$ cat src/rtl/carry_pulse_sched.sv
// Round-robin scheduler sharing one down-counter among NREQ requesters; emits a
// registered carry/done pulse at terminal count. Define CARRY_PULSE_SCHED_CNT_EN to enable the carry tally.
module carry_pulse_sched #(
    parameter int NREQ = 4,
    parameter int CW   = 16
) (
    input  logic               clk,
    input  logic               resetn,
    input  logic [NREQ-1:0]    req,
    input  logic [NREQ*CW-1:0] len,
    output logic [NREQ-1:0]    grant,
    output logic               busy,
    output logic               carry,
    output logic [NREQ-1:0]    done,
    output logic [CW-1:0]      cur_cnt,
    output logic [15:0]        carry_cnt,
    output logic [1:0]         dbg_state
);

    localparam int PW = (NREQ > 1) ? $clog2(NREQ) : 1;
    localparam logic [PW-1:0] LAST_IDX = PW'(NREQ - 1);

    localparam logic [1:0] ST_IDLE  = 2'd0;
    localparam logic [1:0] ST_COUNT = 2'd1;
    localparam logic [1:0] ST_DONE  = 2'd2;

    // Handshake: req is a level sampled only in IDLE; once accepted, grant holds
    // from the next cycle through the DONE cycle regardless of req or len.
    logic [1:0]      state_q, state_d;
    logic [PW-1:0]   ptr_q, ptr_d;
    logic [NREQ-1:0] grant_q, grant_d;
    logic            busy_q, busy_d;
    logic            carry_q, carry_d;
    logic [NREQ-1:0] done_q, done_d;
    logic [CW-1:0]   cnt_q, cnt_d;

    logic            sel_valid;
    logic [PW-1:0]   sel_idx;
    logic [CW-1:0]   sel_len;
    int              rr_idx;

    // Scan offsets from high to low so the closest set bit at/after ptr wins.
    always_comb begin
        sel_valid = 1'b0;
        sel_idx   = '0;
        rr_idx    = 0;
        for (int k = NREQ - 1; k >= 0; k--) begin
            rr_idx = int'(ptr_q) + k;
            if (rr_idx >= NREQ) rr_idx = rr_idx - NREQ;
            if (req[rr_idx]) begin
                sel_valid = 1'b1;
                sel_idx   = PW'(rr_idx);
            end
        end
    end

    assign sel_len = len[int'(sel_idx)*CW +: CW];

    always_comb begin
        state_d = state_q;
        ptr_d   = ptr_q;
        grant_d = grant_q;
        busy_d  = busy_q;
        carry_d = 1'b0;
        done_d  = '0;
        cnt_d   = cnt_q;
        case (state_q)
            ST_IDLE: begin
                grant_d = '0;
                busy_d  = 1'b0;
                if (sel_valid) begin
                    state_d = ST_COUNT;
                    grant_d = NREQ'(1) << sel_idx;
                    busy_d  = 1'b1;
                    cnt_d   = (sel_len == '0) ? CW'(1) : sel_len;
                    ptr_d   = (sel_idx == LAST_IDX) ? '0 : sel_idx + 1'b1;
                end
            end
            ST_COUNT: begin
                if (cnt_q == CW'(1)) begin
                    state_d = ST_DONE;
                    cnt_d   = '0;
                    carry_d = 1'b1;
                    done_d  = grant_q;
                end else begin
                    cnt_d = cnt_q - 1'b1;
                end
            end
            ST_DONE: begin
                state_d = ST_IDLE;
                grant_d = '0;
                busy_d  = 1'b0;
            end
            default: begin
                state_d = ST_IDLE;
                grant_d = '0;
                busy_d  = 1'b0;
                cnt_d   = '0;
            end
        endcase
    end

    always_ff @(posedge clk or negedge resetn) begin
        if (!resetn) begin
            state_q <= ST_IDLE;
            ptr_q   <= '0;
            grant_q <= '0;
            busy_q  <= 1'b0;
            carry_q <= 1'b0;
            done_q  <= '0;
            cnt_q   <= '0;
        end else begin
            state_q <= state_d;
            ptr_q   <= ptr_d;
            grant_q <= grant_d;
            busy_q  <= busy_d;
            carry_q <= carry_d;
            done_q  <= done_d;
            cnt_q   <= cnt_d;
        end
    end

`ifdef CARRY_PULSE_SCHED_CNT_EN
    logic [15:0] carry_cnt_q, carry_cnt_d;

    always_comb carry_cnt_d = carry_cnt_q + {15'd0, carry_d};

    always_ff @(posedge clk or negedge resetn) begin
        if (!resetn) carry_cnt_q <= '0;
        else         carry_cnt_q <= carry_cnt_d;
    end

    assign carry_cnt = carry_cnt_q;
`else
    assign carry_cnt = 16'd0;
`endif

    assign grant     = grant_q;
    assign busy      = busy_q;
    assign carry     = carry_q;
    assign done      = done_q;
    assign cur_cnt   = cnt_q;
    assign dbg_state = state_q;

endmodule

$ cat config.mk
export PLATFORM = sky130hd
export DESIGN_NAME = carry_pulse_sched
export DESIGN_NICKNAME = d
export VERILOG_FILES = /design/src/rtl/carry_pulse_sched.sv
export SDC_FILE = /design/constraint.sdc
export NUM_CORES = 1
export LEC_CHECK = 0
export CORE_MARGIN = 4
export CORE_UTILIZATION = 55
export CTS_CLUSTER_DIAMETER = 120
export CTS_CLUSTER_SIZE = 25
export DETAILED_ROUTE_END_ITERATION = 8
export DONT_BUFFER_PORTS = 1
export PLACE_DENSITY_LB_ADDON = 0.08
export SKIP_LAST_GASP = 1
export SYNTH_ARGS = -nofsm -noshare
export SYNTH_HDL_FRONTEND = slang
export SYNTH_SLANG_ARGS = --single-unit
$ cat constraint.sdc
create_clock -name clk -period 3.5 [get_ports clk]
set_input_delay 0.7 -clock clk [delete_from_list [all_inputs] [get_ports clk]]
set_output_delay 0.7 -clock clk [all_outputs]
set_load 0.1 [all_outputs]
After elaboration in Yosys (flattened, before gate mapping)
Cells that the tools add are included.
W data, S select, Z words.
{"block": "classes", "addsub": 9, "mul": 0, "n_div": 0, "magnitude_cmp": 8, "eq_ne": 6, "shifts": 2, "n_mux": 40, "bitwise_logic": 1, "reduce_logical": 5}
{"operator": "$lt A32 B4 Y1 const B", "n": 4}
{"operator": "$mux W32", "n": 4}
{"operator": "$shiftx A64 B7 Y16", "n": 1}
{"operator": "$mux W16", "n": 3}
{"operator": "$pmux W16 S3", "n": 1}
{"operator": "$eq A16 B1 Y1 const B", "n": 1}
{"operator": "$logic_not A16 Y1", "n": 1}
{"operator": "$sub A16 B1 Y16 const B", "n": 1}
{"operator": "$mux W1", "n": 15}
{"operator": "$mux W2", "n": 7}
{"operator": "$mux W4", "n": 3}
{"operator": "$sub A3 B3 Y4 const B", "n": 3}
{"operator": "$ge A3 B3 Y1 const B", "n": 3}
{"operator": "$bmux W1 S2", "n": 4}
{"operator": "$pmux W4 S2", "n": 1}
{"operator": "$add A2 B2 Y3 const B", "n": 2}
{"operator": "$reduce_and A2 Y1", "n": 3}
{"operator": "$eq A2 B2 Y1 const B", "n": 2}
{"operator": "$ne A2 B2 Y1 const B", "n": 2}
{"operator": "$pmux W2 S2", "n": 1}
{"operator": "$shl A1 B2 Y4 const A", "n": 1}
{"operator": "$sub A2 B3 Y4 const B", "n": 1}
{"operator": "$add A2 B1 Y3 const B", "n": 1}
{"operator": "$ge A2 B3 Y1 const B", "n": 1}
{"operator": "5 further kinds", "n": 5}
{"block": "totals", "register_bits": 30, "latch_bits": 0, "ramBits": 0, "romBits": 0, "inputBits": 70, "output_inout_bits": 44, "n_memories": 0}

Depth between registers and ports, before layout
Gate-level depths: netlist of run 1.
{"block": "logic_depth", "word_depth": 15, "depth_mapped": 11, "ltp_nobuf": 9}

Worst setup path before layout of run 1
Ideal clock, no wire load.
{"block": "synth_timing", "kind": "input to register", "from": "in req[0]", "to": "reg cnt_q[0] (netlist: cur_cnt[0])", "setup_ns": 0.082, "arrival_ns": 2.718, "required_ns": 3.418, "slack_ns": 0.699, "path_stages": 10, "path_buffers": 2, "path_cell_list": "a21oi_1 -> o21ai_1 -> o2bb2a_4 -> buf_6 -> buf_2 -> mux2i_1 -> mux2i_1 -> or4_1 -> or4_1 -> a31oi_1"}
{"block": "synth_via", "elab_chain_cells": 12, "elab_cells_between_ends": 27, "classes_between": "1 x eq/ne; 1 x shift; 23 x mux; 2 x reduce/logical"}
{"item": "start: declaration", "line": "9", "text": "input logic [NREQ-1:0] req,"}
{"item": "$bmux W1 S2", "line": "50", "text": "if (req[rr_idx]) begin"}
{"item": "$mux W1 (not written as such) (2 in series)", "line": "50"}
{"item": "$mux W2 (4 in series)", "line": "50"}
{"item": "$shiftx A64 B7 Y16", "line": "57", "text": "assign sel_len = len[int'(sel_idx)*CW +: CW];"}
{"item": "$logic_not A16 Y1", "line": "75", "text": "cnt_d = (sel_len == '0) ? CW'(1) : sel_len;"}
{"item": "$mux W16", "line": "75"}
{"item": "$mux W16", "line": "71", "text": "if (sel_valid) begin"}
{"item": "$pmux W16 S3", "line": "67", "text": "case (state_q)"}
{"item": "end signal: assignment", "line": "119", "text": "cnt_q <= cnt_d;"}
{"item": "end: declaration", "line": "35", "text": "logic [CW-1:0] cnt_q, cnt_d;"}
Several ways; a longest one is shown, not always the timed one. The select of a mux whose other input is x is not followed.
A chain may end at the register's enable or synchronous reset.

Worst setup path after layout of run 1
{"block": "layout_timing", "from": "reg ptr_q[1]", "to": "reg cnt_q[0] (netlist: cur_cnt[0])"}
{"block": "layout_via", "elab_chain_cells": 15, "elab_cells_between_ends": 42, "classes_between": "7 x add/sub; 4 x order compare; 1 x eq/ne; 1 x shift; 27 x mux; 2 x reduce/logical"}
{"item": "start: declaration", "line": "30", "text": "logic [PW-1:0] ptr_q, ptr_d;"}
{"item": "start signal: assignment", "line": "114", "text": "ptr_q <= ptr_d;"}
{"item": "$add A2 B2 Y3", "line": "48", "text": "rr_idx = int'(ptr_q) + k;"}
{"item": "$sub A3 B3 Y4 / $ge A3 B3 Y1 (equally long branches)", "line": "49", "text": "if (rr_idx >= NREQ) rr_idx = rr_idx - NREQ;"}
{"item": "$mux W32", "line": "49"}
{"item": "$bmux W1 S2", "line": "50"}
{"item": "$mux W1 (not written as such) (2 in series)", "line": "50"}
{"item": "$mux W2 (4 in series)", "line": "50"}
{"item": "$shiftx A64 B7 Y16", "line": "57"}
{"item": "$logic_not A16 Y1", "line": "75"}
{"item": "$mux W16", "line": "75"}
{"item": "$mux W16", "line": "71"}
{"item": "$pmux W16 S3", "line": "67"}
Several ways; a longest one is shown, not always the timed one. The select of a mux whose other input is x is not followed.

==> results of run 1 <==
==> cells by family after synthesis <==
logic type	count (synthesis)
adder cells (fa/ha/maj)	6
flip-flops	30
XOR/XNOR	1
other	1
buffers and inverters	35
AND/OR/NAND/NOR	70
AO/OA/AOI/OAI	68
multiplexers	49
==> Yosys cell counts <==
master / count
o21ai_1: 1
buf_8: 1
nand2_1: 15
buf_4: 17
nor4_1: 3
mux2i_1: 40
buf_2: 3
nor2_1: 20
o22ai_1: 3
nor2b_1: 1
inv_1: 8
o21a_1: 8
a21oi_1: 20
o32ai_1: 1
conb_1: 1
a21o_1: 1
a2bb2oi_1: 1
a31oi_1: 2
nor3_1: 14
or4_1: 4
or3_1: 1
o21ai_0: 14
mux2_2: 9
buf_6: 1
o22a_1: 7
a22o_1: 5
o2bb2a_4: 1
and3_1: 1
nand4_1: 2
xnor2_1: 1
nand2b_1: 2
ha_1: 6
clkbuf_1: 5
nand3_1: 1
o2bb2a_1: 1
a311oi_1: 1
nor3b_1: 1
a31o_2: 2
dfrtp_1: 30
and2_1: 5
==> flip-flops by register name, indices dropped and copies added (netlist names) <==
name	cells
done	4
busy	1
ptr_q	2
grant	4
cur_cnt	16
dbg_state	2
carry	1
==> where the power goes <==
part	leakage, nW	total [W]	internal (W)	switching, W
clock network	0.0482	0.000292	0.000158	0.000134
logic	0.746	0.000941	0.000217	0.000723
registers	0.367	0.000491	0.000410	0.0000807
total	1.16	0.00172	0.000786	0.000938
==> cell type report <==
cell class              count  area [um2]
repair buffers             21         158
flip-flops and latches     30         751
multi-input cells         210        1450
clock inverters             1        5.00
fillers                   342        1510
clock buffers               7        86.3
well taps                  50        62.6
inverters                   8        30.0
==> cell usage in the layout (no fill, tap or decap), types with 2 or more instances in the layout <==
master	synthesis	routed
dfrtp_1	30	30
ha_1	6	6
nand2b_1	2	2
o21a_1	8	8
a22o_1	5	5
a31oi_1	2	2
and2_1	5	5
o22a_1	7	7
o21ai_0	14	14
nor2_1	20	20
conb_1	1	16
mux2i_1	40	40
nor4_1	3	3
nand4_1	2	2
buf_4	17	21
nand2_1	15	15
a31o_2	2	2
or4_1	4	4
clkbuf_8	0	6
o22ai_1	3	3
inv_1	8	8
nor3_1	14	14
mux2_2	9	9
a21oi_1	20	20
==> worst register-to-register path, delay by kind of cell, from the launching register on <==
kind | cells | cell delay (ns)
AOI/OAI and AO/OA | 2 | 0.76
DFF | 1 | 0.51
muxes | 2 | 0.44
and+or+nand+nor | 3 | 1.15
==> worst max path at each step <==
stage                         from    endpoint  slack, ns
after floorplan             req[0]  cur_cnt[0]       0.70
after global placement      req[2]  cur_cnt[0]       0.50
after detailed placement    req[2]  cur_cnt[0]       0.47
after CTS                 ptr_q[1]  cur_cnt[0]       0.56
after global routing      ptr_q[1]  cur_cnt[0]       0.38
final                     ptr_q[1]  cur_cnt[0]       0.56
==> through the flow <==
| stage | cells | hold WS, ns | power [W] | worst slack [ns] |
|---|---|---|---|---|
| after floorplan | 275 | 0.404 | 0.00128 | 0.699 |
| after global placement | 319 | 0.405 | 0.00143 | 0.503 |
| after detailed placement | 319 | 0.405 | 0.00144 | 0.469 |
| after CTS | 327 | 0.100 | 0.00173 | 0.559 |
| after global routing | 327 | 0.0867 | 0.00180 | 0.382 |
| final | 327 | 0.104 | 0.00172 | 0.558 |
==> layer usage <==
layer	GRT usage [%]	vias up
met5	0	-
met4	6.84	0
met3	6.16	8
met2	35.5	108
met1	29.1	904
li1	-	947
==> results.json, run 1 <==
{
  "core_um2": 4060,
  "grt_max_degree": 31,
  "hold_class": "in -> async",
  "cts-root-buf": "clkbuf_8",
  "synth-compound-area-share_pct": 19.3,
  "gp_congestion": 0.880,
  "syn_to_final_growth_pct": 8.42,
  "fmax_mhz": 340,
  "syn_area_per_cell_um2": 9.03,
  "dpl-instance-area_um2": 2450,
  "p_leak_nw": 1.16,
  "cp-start-kind": "register",
  "synth_top_family_by_area": "multiplexers",
  "cp.depth": 7,
  "synth_cell_types": 40,
  "grt_first_pass_wirelength_um": 9090,
  "yosysWarnings": 0,
  "synthCells": 260,
  "ir_worst_vdd_uv": 388,
  "critical_path.max_fanout": 10,
  "first_iter_violations": 109,
  "finalCritPeriodShare_pct": 84.0,
  "port_buffers": 0,
  "firstDrtPassIters": 4,
  "worstPathCellList": "mux2i_1, nor2_1, a311oi_4, mux2i_1, or4_1, or4_1, a31oi_1",
  "slew_violations": 0,
  "fin_nets": 352,
  "worstPathArrival_ns": 3.15,
  "rsz0062_at_grt": "no",
  "route.detailed.drc": 0,
  "final_core_util_pct": 62.8,
  "maxCapViolations": 0,
  "yosys.area_share.xor_xnor_pct": 0.373,
  "wl_met2_um": 2870,
  "cp_num_buf_inv": 0,
  "die_y_um": 73.3,
  "io_pins": 114,
  "synth-simple-area-share_pct": 14.4,
  "reg2reg_from": "ptr_q[1]",
  "cp_slowest_cell": "a311oi_4",
  "die_area_um2": 5380,
  "path_delay_family": "simple AND/OR/NAND/NOR gates",
  "ys_seq_area_share_pct": 32.0,
  "netlist_area_um2": 2350,
  "yosys.area_share.adder_pct": 3.20,
  "rows": 23,
  "clk_path_buf_depth": 2,
  "powerDensity_nw_per_um2": 677,
  "wl_met3_um": 678,
  "htree_levels": 2,
  "dp_hpwl_um": 4620,
  "cts_made_buffers": 5,
  "yosys.area.top_type_share_pct": 32.0,
  "cts.sinks": 30,
  "cts_tree": "done",
  "design_area_um2": 2550,
  "finalClockSkew_ns": 0.00353,
  "cts.repair.resized": 0,
  "grtUsageTotal_pct": 22.1,
  "die_w_um": 73.3,
  "reg2reg_setup_slack_ns": 0.56,
  "critPathCaptureType": "register",
  "postCtsHoldBufs": 0,
  "r2r_cells": 7,
  "crit_required_ns": 3.71,
  "tightestPinTransition_ns": 0.940,
  "diodes": 0,
  "routed_wl_um": 6080,
  "grt-ovfl-total": 0,
  "outcome": "complete, no violations",
  "ys_ff_latch": 30,
  "wl_per_cell_um": 18.6,
  "muxShareOfSynthArea_pct": 21.4,
  "via_per_inst": 6.02,
  "worstSetupPathType": "reg -> reg",
  "setup_viol": 0,
  "start_util_pct": 57.9,
  "worst_path_largest_cell_delay_ns": 0.63,
  "synth_area_leaders": "dfrtp_1 32%, mux2i_1 17%, buf_4 5.4%",
  "antenna_found_initial": 0,
  "grt_pass1_vias": 1830,
  "r2r_end": "cur_cnt[0]",
  "layout_min_cycle_time_ns": 2.94,
  "fin_setup_tns_ns": 0,
  "yosys.area.top_type": "dfrtp_1",
  "wirelength_met1_um": 2470,
  "vias": 1967,
  "insertion_delay_ns": 0.28,
  "drive_above_1_share_pct": 14.8,
  "slew_headroom_pct": 36.8,
  "cts_setup_buffers": 0,
  "top_layer_used": "met4",
  "clkTransAtPathRegs_ns": 0.07,
  "ant_nets": 0,
  "final_hold_viol_count": 0
}
Note: power is estimated with default switching activity, not from simulation.
==> run 2, diff against run 1 <==
Clock period 3.5 ns to 2.65 ns, I/O delays scaled along.
==> results.json, run 2 (synthesis gave the netlist of run 1 again) <==
{
  "clkTransAtPathRegs_ns": 0.07,
  "final_hold_viol_count": 0,
  "cp-start-kind": "register",
  "dpl-instance-area_um2": 2570,
  "routed_wl_um": 6240,
  "route.detailed.drc": 0,
  "outcome": "complete, no violations",
  "antenna_found_initial": 0,
  "gr-usage-met1_pct": 29.7,
  "design_area_um2": 2690,
  "tightestPinTransition_ns": 0.918,
  "critPathCaptureType": "register",
  "preCtsSetupSlack_ns": -0.0314,
  "grt_pass1_vias": 1923,
  "ant_nets": 0,
  "cts-root-buf": "clkbuf_8",
  "fillers": 351,
  "grt-ovfl-total": 0,
  "p_leak_nw": 1.23,
  "grtUsageMet3_pct": 5.06,
  "fin_setup_tns_ns": 0,
  "cts_made_buffers": 5,
  "final_common_cell": "mux2i_1",
  "maxCapViolations": 0,
  "critical_path.max_fanout": 11,
  "die_y_um": 73.3,
  "firstDrtPassIters": 4,
  "worstSetupPathType": "reg -> reg",
  "finalCritPeriodShare_pct": 98.0,
  "slew_violations": 0,
  "diodes": 0,
  "vias": 2040,
  "switching_power_w": 0.00125,
  "r2r_cells": 9,
  "fin_nets": 364,
  "wl_per_cell_um": 18.5,
  "io_pins": 114,
  "rsz0062_at_grt": "yes",
  "internal_power_w": 0.00105,
  "cts_tree": "done",
  "rows": 23,
  "cts.sinks": 30,
  "die_area_um2": 5380,
  "power_frac_clock_pct": 14.9,
  "crit_required_ns": 2.85,
  "p_sw_share_pct": 54.3,
  "htree_levels": 2,
  "setup_ws_ns": 0.0542,
  "setup_viol": 0,
  "fmax_mhz": 385,
  "gp_congestion": 0.856,
  "sequentialPowerShare_pct": 28.8,
  "drive_above_1_share_pct": 18.4,
  "core_um2": 4060,
  "busiest_layer": "met2",
  "largest_register_ffs": 16,
  "via_per_inst": 6.04,
  "cts_setup_buffers": 0,
  "syn_to_final_growth_pct": 14.7,
  "slew_headroom_pct": 38.8,
  "grt_max_degree": 31,
  "insertion_delay_ns": 0.28,
  "ir_worst_vdd_uv": 462,
  "layout_common_cells": "40 x mux2i_1, 29 x dfrtp_1, 28 x buf_4, 20 x nor2_1, 19 x a21oi_1",
  "dp_hpwl_um": 4780,
  "hold_class": "in -> async",
  "die_w_um": 73.3,
  "first_iter_violations": 97,
  "reg2reg_from": "ptr_q[1]",
  "r2r_end": "cur_cnt[0]",
  "powerDensity_nw_per_um2": 853,
  "start_util_pct": 57.9,
  "clk_path_buf_depth": 2,
  "port_buffers": 0,
  "grtUsageTotal_pct": 23.0,
  "hold_ws_ns": 0.0743,
  "grt_first_pass_wirelength_um": 9450,
  "worstPathArrival_ns": 2.80,
  "share_comb_of_total_power_pct": 56.3,
  "finalClockSkew_ns": 0.00992,
  "use_met2_pct": 39.3,
  "layout_min_cycle_time_ns": 2.60,
  "reg2reg_setup_slack_ns": 0.05
}
==> run 2: through the flow <==
stage,total power (W),util [%],cells
floorplan,0.00169,-,275
global placement,0.00193,63.3,329
detailed placement,0.00194,63.3,329
CTS,0.00230,65.6,337
global route,0.00240,66.4,338
finish,0.00230,66.4,338
==> run 2: power by group through the flow <==
| stage | sequential (W) | combinational [W] | clock, W |
|---|---|---|---|
| 3_3_place_gp | 0.000667 | 0.00126 | 0 |
| 5_1_grt | 0.000675 | 0.00136 | 0.000371 |
| 6_report | 0.000663 | 0.00129 | 0.000343 |
| 2_1_floorplan | 0.00125 | 0.000440 | 0 |
| 3_5_place_dp | 0.000669 | 0.00127 | 0 |
| 4_1_cts | 0.000661 | 0.00128 | 0.000352 |
==> run 2: area by class of cell <==
class / count / area, um2 / share of cell area (%)
Inverter: 8 / 30.0 / 1.11
Multi-Input combinational cell: 210 / 1460 / 54.1
Tap cell: 50 / 62.6 / 2.32
Clock buffer: 7 / 76.3 / 2.83
Timing Repair Buffer: 33 / 315 / 11.7
Sequential cell: 30 / 752 / 27.9
==> run 2: worst max path at each step <==
stage                     cells after the start    endpoint  slack, ns     start
after detailed placement                      9  cur_cnt[0]      -0.03    req[0]
after CTS                                     9  cur_cnt[0]      0.003  ptr_q[1]
after global routing                          9  cur_cnt[0]      -0.09  ptr_q[1]
after floorplan                              10  cur_cnt[0]       0.02    req[0]
after global placement                        9  cur_cnt[0]       0.02    req[0]
final                                         9  cur_cnt[0]       0.05  ptr_q[1]
==> run 2: what timing repair did <==
action / CTS / global route
endpoints found under the setup margin: 0 / 1
endpoints found under the hold margin: 30 / 0
hold buffers: 1 / 0
resized for setup: 0 / 2
==> run 2: routing by layer <==
layer	part of all wire (%)	vias to the layer above
met1	41	957
met2	48	102
met5	0	-
met3	11	5
li1	-	976
met4	0.82	0
==> run 2: critical path: stages (launching register included) <==
cell	delay, ns
dfrtp_2	0.45
a21oi_2	0.15
o21ai_1	0.08
o2bb2a_4	0.24
buf_12	0.15
mux2i_1	0.20
mux2i_1	0.09
or4_1	0.52
or4_1	0.52
a31oi_1	0.14
==> run 3, diff against run 2 <==
Settings changed: CORE_MARGIN 4 to 2.
==> results.json, run 3 (synthesis gave the netlist of run 1 again) <==
{
  "p_leak_nw": 1.27,
  "dp_hpwl_um": 4540,
  "grt_first_pass_wirelength_um": 9590,
  "worstPathCellList": "a21oi_2, o21ai_1, o2bb2a_4, buf_12, mux2i_2, mux2i_1, or4_1, or4_1, a31oi_1",
  "first_iter_violations": 64,
  "worst_path_largest_cell_delay_ns": 0.53,
  "core_um2": 4060,
  "critPathCaptureType": "register",
  "fillers": 336,
  "fin_nets": 368,
  "slew_violations": 0,
  "share_comb_of_total_power_pct": 56.0,
  "r2r_cells": 9,
  "ir_worst_vdd_uv": 482,
  "internal_power_w": 0.00110,
  "htree_levels": 2,
  "route.detailed.drc": 0,
  "largest_register_ffs": 16,
  "tightestPinTransition_ns": 0.917,
  "vias": 2003,
  "maxCapViolations": 0,
  "grt-ovfl-total": 0,
  "dp_cells": 332,
  "port_buffers": 0,
  "setup_viol": 0,
  "cts_tree": "done",
  "rsz0062_at_grt": "yes",
  "cp.depth": 9,
  "wl_per_cell_um": 17.3,
  "critical_path.max_fanout": 12,
  "syn_to_final_growth_pct": 17.2,
  "routed_wl_um": 5940,
  "crit_top_cell": "or4_1",
  "crit_required_ns": 2.85,
  "insertion_delay_ns": 0.28,
  "io_pins": 114,
  "switching_power_w": 0.00125,
  "sequentialPowerShare_pct": 27.9,
  "reg2reg_from": "ptr_q[1]",
  "gp_congestion": 0.832,
  "fmax_mhz": 385,
  "cts-root-buf": "clkbuf_8",
  "die_w_um": 69.3,
  "layout_min_cycle_time_ns": 2.60,
  "die_y_um": 69.3,
  "diodes": 0,
  "power_frac_clock_pct": 16.1,
  "final_hold_viol_count": 0,
  "grt_pass1_vias": 1952,
  "finalCritPeriodShare_pct": 98.0,
  "cts_made_buffers": 5,
  "rows": 23,
  "clkTransAtPathRegs_ns": 0.07,
  "hold_ws_ns": 0.0688,
  "cp_num_buf_inv": 1,
  "grtUsageTotal_pct": 24.6,
  "fin_cells": 343,
  "powerDensity_nw_per_um2": 853,
  "die_area_um2": 4810,
  "start_util_pct": 57.9,
  "cts.sinks": 30,
  "cp-start-kind": "register",
  "preCtsSetupSlack_ns": -0.0916,
  "finalClockSkew_ns": 0.00698,
  "antenna_found_initial": 0,
  "via_per_inst": 5.84,
  "drive_above_1_share_pct": 20.5,
  "setup_ws_ns": 0.0531,
  "r2r_end": "cur_cnt[0]",
  "layout_common_cells": "39 x mux2i_1, 32 x buf_4, 30 x dfrtp_1, 20 x nor2_1, 18 x a21oi_1",
  "worstPathArrival_ns": 2.80,
  "slew_headroom_pct": 38.4,
  "clk_path_buf_depth": 2,
  "hold_class": "in -> async",
  "cp_slowest_cell": "or4_1",
  "reg2reg_setup_slack_ns": 0.05,
  "final_common_cell": "mux2i_1",
  "outcome": "complete, no violations",
  "firstDrtPassIters": 4,
  "p_sw_share_pct": 53.2,
  "path_delay_family": "simple AND/OR/NAND/NOR gates",
  "ant_nets": 0,
  "grt_max_degree": 31,
  "worstSetupPathType": "reg -> reg"
}
==> run 3: metal layers <==
layer / global-route usage, % / routed length (um) / share of wire, % / vias up
li1: - / - / - / 981
met1: 33.5 / 2570 / 43 / 929
met2: 39.5 / 2840 / 48 / 84
met3: 5.23 / 428 / 7.2 / 9
met4: 7.41 / 105 / 1.8 / 0
met5: 0 / 0 / 0 / -
==> run 3: power groups by stage <==
stage          Clock [W]  Combinational, W  Sequential [W]
2_1_floorplan          0          0.000440         0.00125
3_3_place_gp           0           0.00127        0.000660
3_5_place_dp           0           0.00128        0.000661
4_1_cts         0.000388           0.00131        0.000653
5_1_grt         0.000406           0.00138        0.000667
6_report        0.000377           0.00131        0.000655
==> run 3: worst max path at each step <==
stage / startpoint / endpoint / slack [ns]
after floorplan: req[0] / cur_cnt[0] / 0.02
after global placement: req[0] / cur_cnt[0] / -0.02
after detailed placement: req[0] / cur_cnt[0] / -0.09
after CTS: ptr_q[1] / cur_cnt[0] / 0.02
after global routing: ptr_q[1] / cur_cnt[0] / -0.09
final: ptr_q[1] / cur_cnt[0] / 0.05
==> run 3: area by class of cell <==
| type | count | area (um2) | share of cell area [%] |
|---|---|---|---|
| inverters | 8 | 30.0 | 1.09 |
| flip-flops and latches | 30 | 751 | 27.3 |
| multi-input cells | 210 | 1470 | 53.2 |
| clock buffers | 7 | 86.3 | 3.14 |
| well taps | 50 | 62.6 | 2.27 |
| repair buffers | 37 | 353 | 12.8 |
| clock inverters | 1 | 5.00 | 0.182 |
==> run 3: repair_timing <==
action | in CTS | in global routing
cloned | 1 | 0
hold buffers | 1 | 0
hold endpoints to repair | 30 | 0
resized for setup | 0 | 3
setup buffers | 0 | 1
pin swaps | 0 | 0
setup endpoints to repair | 1 | 1
==> run 3: stage by stage <==
stage               util (%)  instance area, um2  power, W  setup TNS [ns]
floorplan                  -                2400   0.00169               0
global placement        63.8                2590   0.00193         -0.0170
detailed placement      63.8                2590   0.00194         -0.0916
CTS                     67.4                2730   0.00235               0
global route            67.8                2750   0.00245         -0.0941
finish                  67.8                2750   0.00235               0
